**config.mk**
```make
export PLATFORM = sky130hd
export DESIGN_NAME = ifu_prefetch
export DESIGN_NICKNAME = d
export VERILOG_FILES = /design/src/rtl/ifu_prefetch_pkg.sv /design/src/rtl/ifu_inst_fifo.sv /design/src/rtl/ifu_prefetch.sv
export SDC_FILE = /design/constraint.sdc
export NUM_CORES = 1
export LEC_CHECK = 0
export CAP_MARGIN = 40
export CORE_MARGIN = 5
export CORE_UTILIZATION = 30
export DETAILED_ROUTE_END_ITERATION = 10
export DONT_BUFFER_PORTS = 1
export GPL_TIMING_DRIVEN = 0
export PLACE_DENSITY_LB_ADDON = 0.05
export SYNTH_ARGS = -nofsm -noshare
export SYNTH_HDL_FRONTEND = slang
export SYNTH_SLANG_ARGS = --single-unit
```
**constraint.sdc**
```tcl
create_clock -name clk -period 10.2 [get_ports clk]
set_input_delay 1.02 -clock clk [delete_from_list [all_inputs] [get_ports clk]]
set_output_delay 1.02 -clock clk [all_outputs]
set_load 0.01 [all_outputs]
```
**src/rtl/ifu_prefetch_pkg.sv**
```systemverilog
// Shared constants for the instruction fetch unit: default widths, reset PC
// and the sequential instruction step.
package ifu_prefetch_pkg;

   localparam int unsigned XLEN_DEF     = 32;
   localparam int unsigned ILEN_DEF     = 32;
   localparam logic [31:0] RESET_PC_DEF = 32'h8000_0000;
   localparam int unsigned INST_STEP    = 4;

endpackage

```
**src/rtl/ifu_inst_fifo.sv**
```systemverilog
// DEPTH-entry synchronous FIFO holding {pc, inst} pairs between fetch and
// decode; flush empties it in one cycle.
module ifu_inst_fifo
   import ifu_prefetch_pkg::*;
#(
   parameter int unsigned WIDTH = XLEN_DEF + ILEN_DEF,
   parameter int unsigned DEPTH = 4,
   localparam int unsigned PW = $clog2(DEPTH),
   localparam int unsigned CW = PW + 1
) (
   input  logic             clk,
   input  logic             rst,
   input  logic             push,
   input  logic [WIDTH-1:0] push_data,
   input  logic             pop,
   input  logic             flush,
   output logic [CW-1:0]    count,
   output logic             full,
   output logic [WIDTH-1:0] head_data
);

   logic [WIDTH-1:0] mem [DEPTH];
   logic [PW-1:0]    wr_ptr;
   logic [PW-1:0]    rd_ptr;

   always_ff @(posedge clk or posedge rst) begin
      if (rst) begin
         wr_ptr <= '0;
         rd_ptr <= '0;
         count  <= '0;
      end else if (flush) begin
         wr_ptr <= '0;
         rd_ptr <= '0;
         count  <= '0;
      end else begin
         if (push) wr_ptr <= wr_ptr + PW'(1);
         if (pop)  rd_ptr <= rd_ptr + PW'(1);
         count <= count + CW'(push) - CW'(pop);
      end
   end

   always_ff @(posedge clk) begin
      if (push && !flush) mem[wr_ptr] <= push_data;
   end

   assign full      = (count == CW'(DEPTH));
   assign head_data = mem[rd_ptr];

endmodule

```
**src/rtl/ifu_prefetch.sv**
```systemverilog
// Prefetching fetch stage: credit-limited in-order requests to instruction
// memory, {pc, inst} queue to decode, redirect with in-flight response discard.
module ifu_prefetch
   import ifu_prefetch_pkg::*;
#(
   parameter int unsigned     XLEN     = XLEN_DEF,
   parameter int unsigned     ILEN     = ILEN_DEF,
   parameter int unsigned     DEPTH    = 4,
   parameter logic [XLEN-1:0] RESET_PC = RESET_PC_DEF
) (
   input  logic            clk,
   input  logic            rst,
   output logic            req_valid_o,
   input  logic            req_ready_i,
   output logic [XLEN-1:0] req_addr_o,
   input  logic            resp_valid_i,
   input  logic [ILEN-1:0] resp_data_i,
   input  logic            jb_i,
   input  logic [XLEN-1:0] dnpc_i,
   output logic            inst_valid_o,
   input  logic            inst_ready_i,
   output logic [ILEN-1:0] inst_o,
   output logic [XLEN-1:0] pc_o
);

   localparam int unsigned CW = $clog2(DEPTH) + 1;
   localparam logic [XLEN-1:0] STEP = XLEN'(INST_STEP);

   logic [XLEN-1:0]      fetch_pc;
   logic [XLEN-1:0]      resp_pc;
   logic [XLEN-1:0]      dnpc_aligned;
   logic [CW-1:0]        outstanding;
   logic [CW-1:0]        drop;
   logic [CW-1:0]        count;
   logic [CW:0]          credit_sum;
   logic                 full;
   logic                 req_fire;
   logic                 push;
   logic                 pop;
   logic [XLEN+ILEN-1:0] head_data;

   always_comb begin
      dnpc_aligned = {dnpc_i[XLEN-1:2], 2'b00};
      credit_sum   = {1'b0, count} + {1'b0, outstanding};
      req_valid_o  = !rst && !jb_i && (credit_sum < (CW+1)'(DEPTH)) && (drop == '0);
      req_fire     = req_valid_o && req_ready_i;
      // responses landing during a redirect belong to the old stream
      push         = resp_valid_i && !jb_i && (drop == '0);
      inst_valid_o = !rst && (count != '0) && !jb_i;
      pop          = inst_valid_o && inst_ready_i;
      req_addr_o   = rst ? '0 : fetch_pc;
      pc_o         = rst ? '0 : head_data[XLEN+ILEN-1:ILEN];
      inst_o       = rst ? '0 : head_data[ILEN-1:0];
   end

   always_ff @(posedge clk or posedge rst) begin
      if (rst) begin
         fetch_pc    <= RESET_PC;
         resp_pc     <= RESET_PC;
         outstanding <= '0;
         drop        <= '0;
      end else if (jb_i) begin
         fetch_pc    <= dnpc_aligned;
         resp_pc     <= dnpc_aligned;
         // every request still in flight after this cycle belongs to the old path
         outstanding <= outstanding - CW'(resp_valid_i);
         drop        <= outstanding - CW'(resp_valid_i);
      end else begin
         if (req_fire) fetch_pc <= fetch_pc + STEP;
         if (push)     resp_pc  <= resp_pc + STEP;
         outstanding <= outstanding + CW'(req_fire) - CW'(resp_valid_i);
         if (resp_valid_i && (drop != '0)) drop <= drop - CW'(1);
      end
   end

   ifu_inst_fifo #(
      .WIDTH (XLEN + ILEN),
      .DEPTH (DEPTH)
   ) u_fifo (
      .clk       (clk),
      .rst       (rst),
      .push      (push),
      .push_data ({resp_pc, resp_data_i}),
      .pop       (pop),
      .flush     (jb_i),
      .count     (count),
      .full      (full),
      .head_data (head_data)
   );

   a_no_overflow: assert property (@(posedge clk) disable iff (rst) !(push && full));
   a_no_orphan_resp: assert property (@(posedge clk) disable iff (rst)
      !(resp_valid_i && (outstanding == '0)));

endmodule

```
==> impl_metrics.env, run 1 <==
export IMPL_status="complete, no violations"
export IMPL_total_leakage_power_uw=0.00536
export IMPL_vias_per_cell=4.84
export IMPL_max_vdd_ir_drop_mv=0.0879
export IMPL_initial_core_util=0.304
export IMPL_post_cts_resized=0
export IMPL_rsz0062_at_grt="false"
export IMPL_synth_edff_count=248
export IMPL_synthMuxAreaShare=0.114
export IMPL_arrival_ns=2.74
export IMPL_cts_buffer_depth=3
export IMPL_clkLatencyLatePin_ns=0.54
export IMPL_fin_ws_ns=6.44
export IMPL_netlist_area_mm2=0.0138
export IMPL_reg2reg_to="outstanding[2]"
export IMPL_ys_ff_latch=321
export IMPL_grt_antenna_before_repair=1
export IMPL_worst_setup_path_start_kind="register"
export IMPL_min_from="outstanding[2]"
export IMPL_cp_startpoint="u_fifo.rd_ptr[1]"
export IMPL_die_area_mm2=0.0503
export IMPL_rows=78
export IMPL_synth_avg_cell_area_um2=15.5
export IMPL_wl_met3_um=1850
export IMPL_yosys_area_share_simple=0.112
export IMPL_overflow=0
export IMPL_hold_depth=1
export IMPL_worst_slew_pin_slew_ns=0.785
export IMPL_drive_above_1_share=0.171
export IMPL_postLayoutCoreUtil=0.357
export IMPL_fmax_ghz=0.266
export IMPL_p_total_uw=3310
export IMPL_cp_end_kind="output pin"
export IMPL_drcViolationCount=0
export IMPL_critPathMaxFanout=10
export IMPL_diodes=0
export IMPL_drv_cap=0
export IMPL_clk_pin_slew_ns=0.06
export IMPL_worst_r2r_setup_slack_ns=6.52
export IMPL_synth_top_family_by_area="multiplexers"
export IMPL_period_share=0.369
export IMPL_skew_ns=0.0122
export IMPL_synth_adder_area_share=0.0174
export IMPL_wl_met1_um=16100
export IMPL_synth_top_area_cell="edfxtp_1"
export IMPL_synth_area_top_cells="edfxtp_1, dfrtp_1, mux4_2, and2_1, nand2_1"
export IMPL_critPathKind="reg2out"
export IMPL_totalWireLength_um=36000
export IMPL_syn_inst=888
export IMPL_cts_tree="yes"
export IMPL_cts_max_level=2
export IMPL_grt_pass1_wl_um=54500
export IMPL_async_flop_share=0.227
export IMPL_r2r_start="outstanding[2]"
export IMPL_grt_max_degree=48
export IMPL_die_h_um=224
export IMPL_grt_total_usage=0.143
export IMPL_hpwl_um=24400
export IMPL_synth_ff_type="edfxtp_1"
export IMPL_port_buffers=0
export IMPL_die_w_um=224
export IMPL_cts_setup_buffers=0
export IMPL_syn_to_final_growth_pct=17.5
export IMPL_post_drt_wl_per_cell_um=22.9
export IMPL_finalSetupViolCount=0
export IMPL_maxSlewHeadroom=0.477
export IMPL_core_mm2=0.0454
export IMPL_critPathRequiredTime_ns=9.18
export IMPL_ys_warn_count=0
export IMPL_setup_tns_final_ns=0
export IMPL_maxSlewViolCount=0
export IMPL_hold_viol=0
export IMPL_routabilityCongestion=0.776
export IMPL_drtIter0Drc=319
export IMPL_numCtsBuffers=39
export IMPL_clock_sinks=321
export IMPL_whs_endpoint="outstanding[2]"
export IMPL_yosysMostFrequentCell="edfxtp_1"
export IMPL_powerDensity_mw_per_mm2=204
export IMPL_synth_distinct_cells=43
export IMPL_yosysTopAreaCellShare=0.540
export IMPL_routed_top_layer="met5"
export IMPL_finalNetCount=1034
export IMPL_cts_root_buf="clkbuf_16"
export IMPL_netlist_top_cells_count="edfxtp_1, dfrtp_1, and2_1"
export IMPL_min_path_type="reg2reg"
export IMPL_ff2ff_path_depth=12
export IMPL_io_pins=168
export IMPL_synth_xor_area_frac=0.0292
export IMPL_synth_compound_area_frac=0.0346
export IMPL_dpl_worst_slack_ns=6.08
export IMPL_ctsHoldBuffers=0
export IMPL_antenna_left=0
export IMPL_ys_seq_area_frac=0.673
export IMPL_dr_total_vias=7621
export IMPL_min_period_ns=3.76
export IMPL_drtPass1Iterations=4
export IMPL_grt_pass1_vias=8362
export IMPL_wl_met2_um=17300
-- cell families after synthesis --
| family | count (synthesis) |
|---|---|
| flops | 321 |
| simple gates | 285 |
| other cells | 1 |
| compound gates | 74 |
| xor+xnor | 46 |
| fa+ha+maj | 18 |
| mux | 78 |
| buf+inv | 65 |
-- layout by cell type (no fill, tap or decap), types with 4 or more instances in the layout --
cell and n:
bufinv_16 9, mux4_2 62, or4_1 5, clkinv_1 8
nor4_1 9, nand2_1 57, a21oi_1 7, a31oi_1 5
or2_2 4, buf_16 5, buf_4 4, and3_1 5
mux2_2 13, o211ai_1 11, clkinv_2 7, o311ai_0 14
xnor2_1 22, xor2_1 24, dfrtp_1 71, edfxtp_1 248
inv_1 23, o21ai_0 31, ha_1 16, and2_4 4
nand3_1 27, and2_1 66, conb_1 4, nor2b_1 26
nand4_1 18, buf_1 10, nor3_1 17, nor2_1 31
buf_6 5, clkbuf_1 28, clkbuf_16 41, and4_1 4
-- worst max-delay path by stage --
| stage | endpoint | slack (ns) |
|---|---|---|
| 6_report | inst_o[28] | 6.44 |
| 5_1_grt | outstanding[2] | 6.22 |
| 4_1_cts | pc_o[22] | 6.31 |
| 3_5_place_dp | outstanding[2] | 6.08 |
| 3_3_place_gp | inst_o[30] | 3.25 |
| 2_1_floorplan | inst_o[22] | 5.36 |
-- critical path, cell delays in order, from the launching register on --
cell and delay (ns):
dfrtp_1 0.32, clkbuf_1 0.56, buf_1 0.66, mux4_2 0.44, and2_1 0.21
-- flip-flops by register name, indices dropped and copies added (netlist names) --
signal,cells
u_fifo.mem,248
fetch_pc,30
resp_pc,30
drop,3
outstanding,3
u_fifo.count,3
u_fifo.rd_ptr,2
u_fifo.wr_ptr,2
-- layout make-up --
class,count,area [µm²]
plain buffers,42,185
clock buffers,44,1050
clock inverters,26,350
fillers,4432,29200
inverters,23,86.3
multi-input cells,505,4260
flip-flops and latches,321,9280
well taps,600,751
repair buffers,14,241
-- per-stage QoR --
stage	std cells	hold WS, ns	area, µm²
final	1575	0.523	16200
after global routing	1575	0.526	16200
after CTS	1575	0.525	16200
after detailed placement	1505	0.522	14800
after global placement	1491	0.522	14500
after floorplan	891	0.486	13800
-- per-layer routing --
layer / vias up / GRT usage
met4: 2 / 0.0357
met5: - / 0
li1: 3496 / -
met2: 178 / 0.235
met3: 57 / 0.0381
met1: 3888 / 0.190
-- report_power, final --
part	leakage, µW	switching (µW)	total, µW	internal, µW
Clock	0.000682	544	1510	962
Sequential	0.00312	66.3	1550	1480
Combinational	0.00156	149	259	110
Total	0.00536	758	3310	2550
No activity file was read; power rests on OpenSTA's default activity.
==> run 2: changes to the inputs <==
==> constraint.sdc (replaced) <==
create_clock -name clk -period 3.8 [get_ports clk]
set_input_delay 0.38 -clock clk [delete_from_list [all_inputs] [get_ports clk]]
set_output_delay 0.38 -clock clk [all_outputs]
set_load 0.01 [all_outputs]
==> run 2 against run 1 <==
Against the previous run: largest cell class unchanged; setup slack worse by 6.0 ns; sequential power grew to 2.7 times the previous value; via count is 2.3% higher; utilization is 1.0 points higher; largest power group unchanged.
==> impl_metrics.env, run 2 (same netlist as run 1, synthesis figures left out) <==
export IMPL_max_stage_delay_ns=0.42
export IMPL_hold_viol=0
export IMPL_powerDensity_mw_per_mm2=537
export IMPL_post_drt_wl_per_cell_um=22.3
export IMPL_cts_tree="yes"
export IMPL_p_total_uw=8950
export IMPL_io_pins=168
export IMPL_routabilityCongestion=0.776
export IMPL_reg2reg_to="outstanding[2]"
export IMPL_r2r_start="outstanding[2]"
export IMPL_drv_cap=0
export IMPL_totalWireLength_um=36200
export IMPL_port_buffers=0
export IMPL_drtIter0Drc=343
export IMPL_core_mm2=0.0454
export IMPL_layout_commonest_cell="edfxtp_1"
export IMPL_critPathMaxFanout=17
export IMPL_cp_startpoint="outstanding[2]"
export IMPL_top_regs="u_fifo.mem (248), fetch_pc (30), resp_pc (30)"
export IMPL_grt_pass1_vias=8536
export IMPL_finalInstanceArea_mm2=0.0167
export IMPL_whs_endpoint="resp_pc[13]"
export IMPL_ff2ff_path_depth=11
export IMPL_globalRouteMet3Util=0.0337
export IMPL_syn_to_final_growth_pct=20.8
export IMPL_die_h_um=224
export IMPL_grt_total_usage=0.144
export IMPL_hpwl_um=24400
export IMPL_drtPass1Iterations=4
export IMPL_cts_buffer_depth=3
export IMPL_multi_input_area_mm2=0.00427
export IMPL_rows=78
export IMPL_overflow=0
export IMPL_critical_path_top_delay_family="adder cells"
export IMPL_period_share=0.878
export IMPL_critPathKind="reg2reg"
export IMPL_maxSlewViolCount=0
export IMPL_drive_above_1_share=0.165
export IMPL_grt_max_degree=48
export IMPL_top_register="u_fifo.mem"
export IMPL_cts_root_buf="clkbuf_16"
export IMPL_antenna_left=0
export IMPL_post_dp_cell_area_mm2=0.0148
export IMPL_min_path_type="in2reg"
export IMPL_gr_usage_met1=0.194
export IMPL_path_cells="ha_1, or3_1, nor4_2, inv_1, ha_1, inv_1, ha_1, fa_1, xor2_1, o21ai_0, xor2_1"
export IMPL_crit_top_cell="ha_1"
export IMPL_postLayoutCoreUtil=0.367
export IMPL_grt_pass1_wl_um=55000
export IMPL_top_usage_layer="met2"
export IMPL_fmax_ghz=0.300
export IMPL_cts_setup_buffers=0
export IMPL_min_period_ns=3.33
export IMPL_final_cell_mix="edfxtp_1, dfrtp_1, and2_1"
export IMPL_dr_total_vias=7799
export IMPL_worst_r2r_setup_slack_ns=0.47
export IMPL_vias_per_cell=4.81
export IMPL_clk_pin_slew_ns=0.06
export IMPL_critPathRequiredTime_ns=4.27
export IMPL_finalNetCount=1078
export IMPL_grt_antenna_before_repair=3
export IMPL_clock_sinks=321
export IMPL_cp_end_kind="register"
export IMPL_maxSlewHeadroom=0.479
export IMPL_hold_depth=2
export IMPL_largest_reg_flops=248
export IMPL_status="complete, no violations"
export IMPL_rsz0062_at_grt="false"
export IMPL_die_w_um=224
export IMPL_arrival_ns=3.80
export IMPL_clkLatencyLatePin_ns=0.54
export IMPL_max_vdd_ir_drop_mv=0.236
export IMPL_worst_slew_pin_slew_ns=0.782
export IMPL_worst_setup_path_start_kind="register"
export IMPL_min_from="dnpc_i[13]"
export IMPL_total_leakage_power_uw=0.00555
export IMPL_seq_area_mm2=0.00928
export IMPL_cts_max_level=2
export IMPL_drcViolationCount=0
export IMPL_finalSetupViolCount=0
export IMPL_met2_usage=0.236
export IMPL_initial_core_util=0.304
export IMPL_path_buf_inv=2
export IMPL_skew_ns=0.0123
export IMPL_die_area_mm2=0.0503
export IMPL_cp_slowest_cell="or3_1"
export IMPL_fillers=4406
export IMPL_numCtsBuffers=39
==> run 2: changes by cell type in the layout (fill, tap and decap cells not counted) <==
cell / change
clkbuf_1: -1
nor4_2: +1
dlygate4sd3_1: +45
nor4_1: -1
diode_2: +2
==> run 2: routing by layer <==
metal | share of wire | vias up
met2 | 0.48 | 187
met1 | 0.45 | 3958
li1 | - | 3595
met4 | 0.019 | 2
met3 | 0.044 | 57
met5 | 0.00036 | -
==> run 2: timing repair <==
| action | in CTS | in global routing |
|---|---|---|
| hold endpoints to repair | 149 | 0 |
| gates resized for setup | 0 | 1 |
| setup endpoints to repair | 0 | 1 |
| hold buffers | 45 | 0 |
==> run 2: per-stage QoR <==
stage	cells	hold slack, ns	setup WS (ns)	setup TNS (ns)
3_3_place_gp	1491	0.479	-2.16	-447.24
2_1_floorplan	891	0.479	0.241	0
6_report	1621	0.0271	0.465	0
5_1_grt	1621	0.0284	0.125	0
3_5_place_dp	1505	0.479	0.0578	0
4_1_cts	1620	0.000427	0.0311	0
==> run 2: worst max-delay path by stage <==
| stage | endpoint | slack (ns) | depth (start not counted) |
|---|---|---|---|
| 6_report | outstanding[2] | 0.47 | 11 |
| 5_1_grt | outstanding[2] | 0.12 | 11 |
| 4_1_cts | outstanding[2] | 0.03 | 12 |
| 3_5_place_dp | outstanding[2] | 0.06 | 12 |
| 3_3_place_gp | u_fifo.rd_ptr[1] | -2.16 | 2 |
| 2_1_floorplan | inst_o[22] | 0.24 | 3 |
==> run 2: layout make-up <==
| class | count | share of cell area |
|---|---|---|
| Antenna cell | 2 | 0.000300 |
| Multi-Input combinational cell | 505 | 0.256 |
| Buffer | 41 | 0.0109 |
| Tap cell | 600 | 0.0451 |
| Timing Repair Buffer | 59 | 0.0415 |
| Inverter | 23 | 0.00518 |
| Clock inverter | 26 | 0.0210 |
| Clock buffer | 44 | 0.0629 |
| Sequential cell | 321 | 0.557 |
==> run 2: report_power, final <==
group | switching, µW | internal (µW) | total (µW) | leakage [µW]
clock network | 1470 | 2580 | 4050 | 0.000682
logic | 424 | 327 | 751 | 0.00175
registers | 178 | 3970 | 4150 | 0.00312
